--- config.mk ---
export PLATFORM = sky130hd
export DESIGN_NAME = key_debounce
export DESIGN_NICKNAME = d
export VERILOG_FILES = /design/src/rtl/key_debounce.sv
export SDC_FILE = /design/constraint.sdc
export NUM_CORES = 1
export LEC_CHECK = 0
export BUFFER_PORTS_ARGS = -buffer_cell sky130_fd_sc_hd__buf_2
export CAP_MARGIN = 20
export CORE_MARGIN = 4
export CORE_UTILIZATION = 40
export CTS_CLUSTER_DIAMETER = 50
export DETAILED_ROUTE_END_ITERATION = 10
export SLEW_MARGIN = 40
export SYNTH_ARGS = -nofsm -noshare
export SYNTH_HDL_FRONTEND = slang
export SYNTH_SLANG_ARGS = --single-unit
--- constraint.sdc ---
create_clock -name sys_clk -period 1.9 [get_ports sys_clk]
set_input_delay 0.475 -clock sys_clk [delete_from_list [all_inputs] [get_ports sys_clk]]
set_output_delay 0.475 -clock sys_clk [all_outputs]
set_load 0.05 [all_outputs]
--- src/rtl/key_debounce.sv ---
// Two-key push-button conditioner: synchronises the raw active-low pins, debounces them,
// and emits a clean level plus single-cycle press/release/long-press pulses per key.
module key_debounce #(
    parameter logic [25:0] CNT_DEB  = 26'd1000000,
    parameter logic [25:0] CNT_LONG = 26'd50000000
) (
    input  logic       sys_clk,
    input  logic       sys_rst_n,
    input  logic [1:0] key_in,
    output logic [1:0] key_out,
    output logic [1:0] key_press,
    output logic [1:0] key_release,
    output logic [1:0] key_long
);

    typedef enum logic [1:0] {
        IDLE       = 2'd0,
        PRESS_DB   = 2'd1,
        PRESSED    = 2'd2,
        RELEASE_DB = 2'd3
    } state_t;

    state_t      state_q [2];
    state_t      state_d [2];
    logic [25:0] dcnt_q  [2];
    logic [25:0] dcnt_d  [2];
    logic [25:0] lcnt_q  [2];
    logic [25:0] lcnt_d  [2];

    logic [1:0] sync1_q, sync2_q;
    logic [1:0] long_done_q, long_done_d;
    logic [1:0] key_out_q, key_out_d;
    logic [1:0] press_q, press_d;
    logic [1:0] release_q, release_d;
    logic [1:0] long_q, long_d;

    always_ff @(posedge sys_clk or negedge sys_rst_n) begin
        if (!sys_rst_n) begin
            sync1_q     <= 2'b11;
            sync2_q     <= 2'b11;
            long_done_q <= 2'b00;
            key_out_q   <= 2'b11;
            press_q     <= 2'b00;
            release_q   <= 2'b00;
            long_q      <= 2'b00;
            for (int i = 0; i < 2; i++) begin
                state_q[i] <= IDLE;
                dcnt_q[i]  <= '0;
                lcnt_q[i]  <= '0;
            end
        end else begin
            sync1_q     <= key_in;
            sync2_q     <= sync1_q;
            long_done_q <= long_done_d;
            key_out_q   <= key_out_d;
            press_q     <= press_d;
            release_q   <= release_d;
            long_q      <= long_d;
            for (int i = 0; i < 2; i++) begin
                state_q[i] <= state_d[i];
                dcnt_q[i]  <= dcnt_d[i];
                lcnt_q[i]  <= lcnt_d[i];
            end
        end
    end

    always_comb begin
        long_done_d = long_done_q;
        key_out_d   = key_out_q;
        press_d     = 2'b00;
        release_d   = 2'b00;
        long_d      = 2'b00;
        for (int i = 0; i < 2; i++) begin
            state_d[i] = state_q[i];
            dcnt_d[i]  = dcnt_q[i];
            lcnt_d[i]  = lcnt_q[i];
        end

        for (int i = 0; i < 2; i++) begin
            case (state_q[i])
                IDLE: begin
                    key_out_d[i] = 1'b1;
                    if (!sync2_q[i]) begin
                        state_d[i] = PRESS_DB;
                        dcnt_d[i]  = '0;
                    end
                end
                PRESS_DB: begin
                    if (sync2_q[i]) begin
                        state_d[i] = IDLE;
                        dcnt_d[i]  = '0;
                    end else if (dcnt_q[i] == CNT_DEB - 26'd1) begin
                        state_d[i]     = PRESSED;
                        key_out_d[i]   = 1'b0;
                        press_d[i]     = 1'b1;
                        lcnt_d[i]      = '0;
                        long_done_d[i] = 1'b0;
                    end else begin
                        dcnt_d[i] = dcnt_q[i] + 26'd1;
                    end
                end
                PRESSED: begin
                    if (sync2_q[i]) begin
                        state_d[i] = RELEASE_DB;
                        dcnt_d[i]  = '0;
                    end else if (!long_done_q[i]) begin
                        if (lcnt_q[i] == CNT_LONG - 26'd1) begin
                            long_d[i]      = 1'b1;
                            long_done_d[i] = 1'b1;
                        end else begin
                            lcnt_d[i] = lcnt_q[i] + 26'd1;
                        end
                    end
                end
                RELEASE_DB: begin
                    // A bounce back to pressed keeps lcnt/long_done so it cannot re-arm long-press.
                    if (!sync2_q[i]) begin
                        state_d[i] = PRESSED;
                        dcnt_d[i]  = '0;
                    end else if (dcnt_q[i] == CNT_DEB - 26'd1) begin
                        state_d[i]   = IDLE;
                        key_out_d[i] = 1'b1;
                        release_d[i] = 1'b1;
                    end else begin
                        dcnt_d[i] = dcnt_q[i] + 26'd1;
                    end
                end
                default: begin
                    state_d[i]   = IDLE;
                    key_out_d[i] = 1'b1;
                end
            endcase
        end
    end

    assign key_out     = key_out_q;
    assign key_press   = press_q;
    assign key_release = release_q;
    assign key_long    = long_q;

endmodule

==> results of run 1 <==
[cell type report]
class,instances,area share
Clock buffer,21,0.0482
Sequential cell,122,0.321
Clock inverter,11,0.0128
Tap cell,211,0.0277
Inverter,8,0.00315
Timing Repair Buffer,183,0.166
Multi-Input combinational cell,518,0.421
[per-layer routing]
| metal | up-vias | GRT usage |
|---|---|---|
| li1 | 2752 | - |
| met1 | 2878 | 0.250 |
| met2 | 97 | 0.317 |
| met3 | 20 | 0.0473 |
| met4 | 0 | 0.0622 |
| met5 | - | 0 |
[timing repair]
item	in CTS	in global routing
pin swaps	53	73
endpoints found under the hold margin	0	0
buffers inserted	13	15
resized for setup	71	113
endpoints found under the setup margin	78	96
cloned	3	1
[logic make-up (layout without fill, tap and decap cells)]
| kind of cell | count (synthesis) | count (layout) | share of synthesized area |
|---|---|---|---|
| AO/OA/AOI/OAI | 83 | 86 | 0.0862 |
| XOR/XNOR | 80 | 80 | 0.110 |
| adder cells (fa/ha/maj) | 4 | 4 | 0.00785 |
| buffers and inverters | 27 | 223 | 0.0190 |
| flip-flops | 122 | 122 | 0.480 |
| multiplexers | 2 | 2 | 0.00334 |
| AND/OR/NAND/NOR | 346 | 346 | 0.293 |
[metrics by stage]
step                      TNS [ps]  instance area (um2)
after floorplan              -2190                 6490
after global placement       -3110                 7890
after detailed placement     -6890                 7890
after CTS                    -4890                 8990
after global routing        -12190                 9550
final                        -4220                 9550
[Yosys cell counts, types with 2 or more instances]
cell type,instances,area share
ha_1,4,0.0079
nor4_1,8,0.0079
a31oi_1,3,0.0029
nor3b_1,3,0.0035
nor2_2,2,0.0020
clkbuf_1,10,0.0059
nand4_1,32,0.031
o31ai_1,4,0.0047
nor4_2,3,0.0059
o21a_1,2,0.0024
nor3_2,2,0.0031
o22ai_1,4,0.0039
inv_1,8,0.0047
and3_1,25,0.025
or2_1,3,0.0029
o21ai_1,6,0.0047
nand4_2,3,0.0059
xnor2_1,29,0.040
and2_1,3,0.0029
nor3_1,19,0.015
o2111ai_1,3,0.0041
buf_2,7,0.0055
dfrtp_1,116,0.46
o21ai_0,20,0.016
nor4b_1,5,0.0069
nand2b_1,7,0.0069
dfstp_2,6,0.025
nor4b_2,3,0.0071
nand2_1,49,0.029
nor2_1,105,0.062
or3_1,14,0.014
nand3_1,33,0.026
and4_1,11,0.015
or4_1,3,0.0035
nor2b_1,5,0.0049
or2_2,2,0.0020
a22o_1,2,0.0027
a21oi_1,20,0.016
a41oi_1,2,0.0027
or4_4,2,0.0035
o211ai_2,3,0.0059
xor2_1,51,0.070
[worst register-to-register path: stages (launching register included)]
cell and delay [ps]:
dfrtp_1 390, or4_4 580, nor4_4 180, a21oi_2 110, or2_1 270, or3_1 330
a21oi_2 110
[worst paths after layout]
check / to / slack, ps / depth (start not counted)
max: lcnt_q[9] / -140 / 6
min: dcnt_q[45] / 50 / 2
max reg2reg: lcnt_q[9] / -140 / 6
min reg2reg: sync2_q[1] / 360 / 0
max in group asynchronous: sync2_q[0] / 1380 / 2
min in group sys_clk: sync1_q[1] / 160 / 1
[where the power goes]
group | internal (mW) | switching, mW | total [mW]
clock network | 1.99 | 1.17 | 3.16
registers | 2.62 | 0.0161 | 2.64
logic | 0.0923 | 0.153 | 0.246
total | 4.71 | 1.34 | 6.05
[cells in the final DEF (no fill, tap or decap), types with 5 or more instances in the layout]
cell       synthesis  layout
buf_4              1     136
dfrtp_1          116     113
nor2_1           105      80
xor2_1            51      43
nand2_1           49      41
nand4_1           32      32
xnor2_1           29      25
nand3_1           33      24
buf_6              1      24
and3_1            25      22
clkbuf_16          0      17
nor2_4             0      16
o21ai_0           20      15
nor3_1            19      12
or3_1             14      11
nor2_2             2      11
and4_1            11      10
a21oi_2            0      10
a21oi_1           20      10
buf_2              7      10
buf_12             0       9
inv_1              8       8
nand2_2            0       8
xor2_2             0       8
nand3_2            0       7
nand2b_1           7       7
dfstp_2            6       6
nor4b_4            1       5
or4_4              2       5
nor3_2             2       5
o21ai_2            0       5
[flip-flops by register name (all words and copies together) (netlist names), named ones only]
| name | flops |
|---|---|
| key_press | 2 |
| lcnt_q | 52 |
| state_q | 2 |
| key_out | 2 |
| key_release | 2 |
| dcnt_q | 52 |
| key_long | 2 |
| sync1_q | 2 |
| long_done_q | 2 |
| sync2_q | 2 |
==> impl_metrics.csv, run 1 <==
group,metric,value,unit
detailed_routing,wl_met3,544,um
synth,syn_nets,672,
placement,hpwlAfterDp,11200,um
die,dieArea,18000,um2
worst_setup_path,critPathKind,"flop to flop",
worst_setup_path,crit_path_end_kind,"flop",
layout,num_antenna_cells,0,
global_routing,grt_usage,0.192,
layout,multi_input_area,4020,um2
min_path,hp-class,"input pin to asynchronous set/reset pin",
synth,synth-seq-area-share,0.480,
worst_setup_path,cp_data_required_time,2250,ps
synth,syn_inst,664,
power,power.density,633,nW/um2
outcome,status,"complete, but fails checks",
synth,synthesis.area,6370,um2
synth,synthFlopType,"dfrtp_1",
worst_setup_path,worstPathMaxFanout,3,
cts,cts_buffers,17,
cts,cts.clk_slew.worst_paths,60,ps
synth,synth_area_per_cell,9.60,um2
power,peakVddDrop,0.664,mV
worst_setup_path,crit_buf_inv,0,
timing,tightest_slew,452,ps
timing,max_clock_freq,489,MHz
worst_setup_path,critPathLaunchType,"flop",
worst_setup_path,r2r-start,"dcnt_q[24]",
cts,cts.htree.levels,4,
layout,nets,858,
detailed_routing,totalWireLength,17400,um
timing,maxSlewViolCount,0,
worst_setup_path,critPathMostFrequentCell,"a21oi_2",
timing,hold_viol,0,
job,cap_violations,0,
power,finalPower,6.05,mW
synth,synth_edf_count,0,
timing,skew,5.67,ps
layout,area_delta_synth_final,49.8,%
detailed_routing,drtIter0Drc,338,
die,die_h,134,um
cts,clock-root-buffer,"clkbuf_16",
worst_setup_path,crit_slowest_cell,"or4_4",
detailed_routing,drt-pass1-iter-count,5,
outcome,violations,"negative setup slack",
die,core-area,15400,um2
worst_setup_path,cpLargestDelayFamily,"simple AND/OR/NAND/NOR gates",
synth,synthDistinctLibCells,64,
die,start_util,0.413,
cts,cts_tree,"built",
layout,seq_area,3060,um2
global_routing,grt_first_pass_wirelength,28200,um
placement,place.gp.congestion,0.842,
global_routing,grt_pass1_vias,5840,
timing,holdWs,53.7,ps
synth,yosysWarningCount,0,
cts,cts_sinks,122,
die,fp-row-count,45,
layout,drive_above_1_share,0.422,
detailed_routing,top_layer_used,"met4",
detailed_routing,drc,0,
die,die_x,134,um
detailed_routing,wl_met1,7610,um
global_routing,antenna_found_initial,0,
global_routing,grt-ovfl-total,0,
timing,rsz0062_at_grt,"true",
placement,io_buffer_count,11,
timing,setup_viol,67,
cts,insertion_delay,420,ps
timing,min_period,2040,ps
worst_setup_path,cpPeakStageDelay,580,ps
global_routing,grt_max_degree,51,
detailed_routing,wl_met2,8970,um
timing,max_slew_margin,0.699,
worst_setup_path,startpoint,"dcnt_q[24]",
placement,dp_slack,-232,ps
detailed_routing,drt-vias-per-instance,5.35,
placement,dp.cells,1016,
detailed_routing,routedWlPerCell,16.2,um
detailed_routing,antenna_left,0,
power,p_leak,4.06,nW
synth,postSynth.asyncResetShare,1.00,
worst_setup_path,cp.arrival,2400,ps
detailed_routing,vias,5747,
die,boundaryPins,12,
worst_setup_path,path_cells,"or4_4, nor4_4, a21oi_2, or2_1, or3_1, a21oi_2",
cts,ctsHoldBuffers,0,
timing,fin_crit_sh,1.08,
layout,nFillCells,1300,
layout,fin_util,0.619,
synth,synth_seq_cells,122,
timing,fin_ws,-145,ps
cts,clk_path_buf_depth,2,
layout,fin_cells,1074,
Power figures use the tool's default switching activity.
==> run 2, diff against run 1 <==
- REMOVE_ABC_BUFFERS: not set -> 1
- clock period: 1.9 -> 2.5 ns (I/O delays scaled with it)
==> impl_metrics.csv, run 2 (synthesis gave the netlist of run 1 again) <==
group,metric,value,unit
cts,clock-root-buffer,"clkbuf_16",
cts,ctsHoldBuffers,0,
placement,place_area,6850,um2
power,peakVddDrop,0.518,mV
cts,cts_sinks,122,
global_routing,grt_first_pass_wirelength,24100,um
layout,final_cell_mix,"dfrtp_1 (116), nor2_1 (105), xor2_1 (51)",
global_routing,antenna_found_initial,0,
layout,largestRegisters,"dcnt_q (52), lcnt_q (52)",
cts,cts.htree.levels,4,
layout,fin_util,0.480,
timing,min_period,2320,ps
cts,cts_tree,"built",
timing,rsz0062_at_grt,"false",
worst_setup_path,startpoint,"dcnt_q[32]",
timing,skew,6.18,ps
worst_setup_path,cp.arrival,2660,ps
worst_setup_path,crit_slowest_cell,"dfrtp_1",
worst_setup_path,regToRegEndpoint,"lcnt_q[46]",
die,boundaryPins,12,
timing,fin_crit_sh,0.926,
power,power.density,593,nW/um2
global_routing,gr-usage-met3,0.0413,
die,dieArea,18000,um2
detailed_routing,drt-pass1-iter-count,5,
layout,nets,709,
global_routing,grt_max_degree,45,
worst_setup_path,cpPeakStageDelay,450,ps
worst_setup_path,r2r_slack,180,ps
worst_setup_path,critPathKind,"flop to flop",
layout,final_common_cell,"dfrtp_1",
cts,insertion_delay,420,ps
worst_setup_path,crit_path_end_kind,"flop",
timing,maxSlewViolCount,0,
worst_setup_path,worstPathMaxFanout,7,
worst_setup_path,cp_data_required_time,2850,ps
cts,clk_path_buf_depth,2,
layout,drive_above_1_share,0.136,
timing,setup_viol,0,
global_routing,grtUsageMet1,0.223,
worst_setup_path,path_cells,"nor4b_2, nand4_2, nor4b_2, buf_4, nor2_2, buf_4, or3_1, a21oi_1",
detailed_routing,routedWlPerCell,14.6,um
global_routing,grt-busiest-layer,"met2",
worst_setup_path,critPathLaunchType,"flop",
layout,fin_area,7400,um2
power,p_leak,3.20,nW
timing,tightest_slew,620,ps
placement,place.gp.congestion,0.879,
worst_setup_path,r2r-start,"dcnt_q[32]",
die,fp-row-count,45,
detailed_routing,vias,5034,
global_routing,grt-ovfl-total,0,
min_path,hp-class,"input pin to asynchronous set/reset pin",
detailed_routing,drc,0,
layout,area_delta_synth_final,16.2,%
placement,io_buffer_count,11,
job,cap_violations,0,
cts,cts_buffers,17,
worst_setup_path,crit_buf_inv,2,
cts,cts.clk_slew.worst_paths,50,ps
global_routing,use_met2,0.247,
timing,max_slew_margin,0.583,
detailed_routing,drtIter0Drc,370,
detailed_routing,antenna_left,0,
placement,hpwlAfterDp,9370,um
die,start_util,0.413,
global_routing,grt_pass1_vias,4950,
die,core-area,15400,um2
outcome,status,"complete, no violations",
die,die_x,134,um
timing,hold_viol,0,
worst_setup_path,reg2reg_depth,8,
global_routing,grt_usage,0.163,
layout,num_antenna_cells,0,
die,die_h,134,um
worst_setup_path,cpLargestDelayFamily,"simple AND/OR/NAND/NOR gates",
detailed_routing,drt-vias-per-instance,5.44,
timing,max_clock_freq,432,MHz
detailed_routing,totalWireLength,13500,um
## run 2: cell types whose count changed in the layout (fill, tap and decap cells not counted), moves of 8 or more
cell / previous run / this run
nor2_1: 80 / 105
nor2_2: 11 / 2
nand3_1: 24 / 33
a21oi_2: 10 / 0
nor2_4: 16 / 0
nand2_2: 8 / 0
xor2_1: 43 / 51
buf_4: 136 / 23
buf_6: 24 / 0
xor2_2: 8 / 0
nand2_1: 41 / 49
a21oi_1: 10 / 20
## run 2: worst max-delay path by stage
stage | to | slack [ps] | cells after the start
final | lcnt_q[46] | 180 | 8
after global routing | lcnt_q[46] | 20 | 8
after CTS | lcnt_q[43] | 130 | 8
after detailed placement | lcnt_q[43] | 150 | 8
after global placement | lcnt_q[46] | 220 | 8
after floorplan | lcnt_q[51] | -160 | 6
## run 2: layout make-up
| type | count | area (um2) |
|---|---|---|
| inverter | 8 | 30.0 |
| fill | 1460 | 8030 |
| multi-input combinational | 515 | 3200 |
| timing repair buffer | 37 | 303 |
| clock buffer | 24 | 472 |
| sequential | 122 | 3060 |
| clock inverter | 8 | 70.1 |
| tap | 211 | 264 |
## run 2: stage by stage
step | setup WS (ps) | power [mW] | std cells | hold slack [ps] | TNS, ps
final | 184 | 4.39 | 925 | 221 | 0
after global routing | 24.1 | 4.57 | 925 | 263 | 0
after CTS | 133 | 4.45 | 925 | 231 | 0
after detailed placement | 151 | 2.18 | 893 | 348 | 0
after global placement | 217 | 2.17 | 893 | 347 | 0
after floorplan | -161 | 2.09 | 645 | 329 | -199
## run 2: per-layer routing
metal  vias to the layer above  part of all wire
met5                         -                 0
met2                        87              0.47
met4                         0             0.017
met3                        16             0.037
li1                       2440                 -
met1                      2491              0.48
## run 2: where the power goes
| group | internal [mW] | total (mW) | leakage [nW] | switching, mW |
|---|---|---|---|---|
| Sequential | 1.99 | 2.01 | 1.68 | 0.0170 |
| Clock | 1.41 | 2.25 | 0.264 | 0.842 |
| Combinational | 0.0384 | 0.130 | 1.26 | 0.0911 |
## run 2: timing repair
action / 4_1_cts / 5_1_grt
buffers inserted: 0 / 0
setup endpoints to repair: 0 / 2
resized for setup: 0 / 2
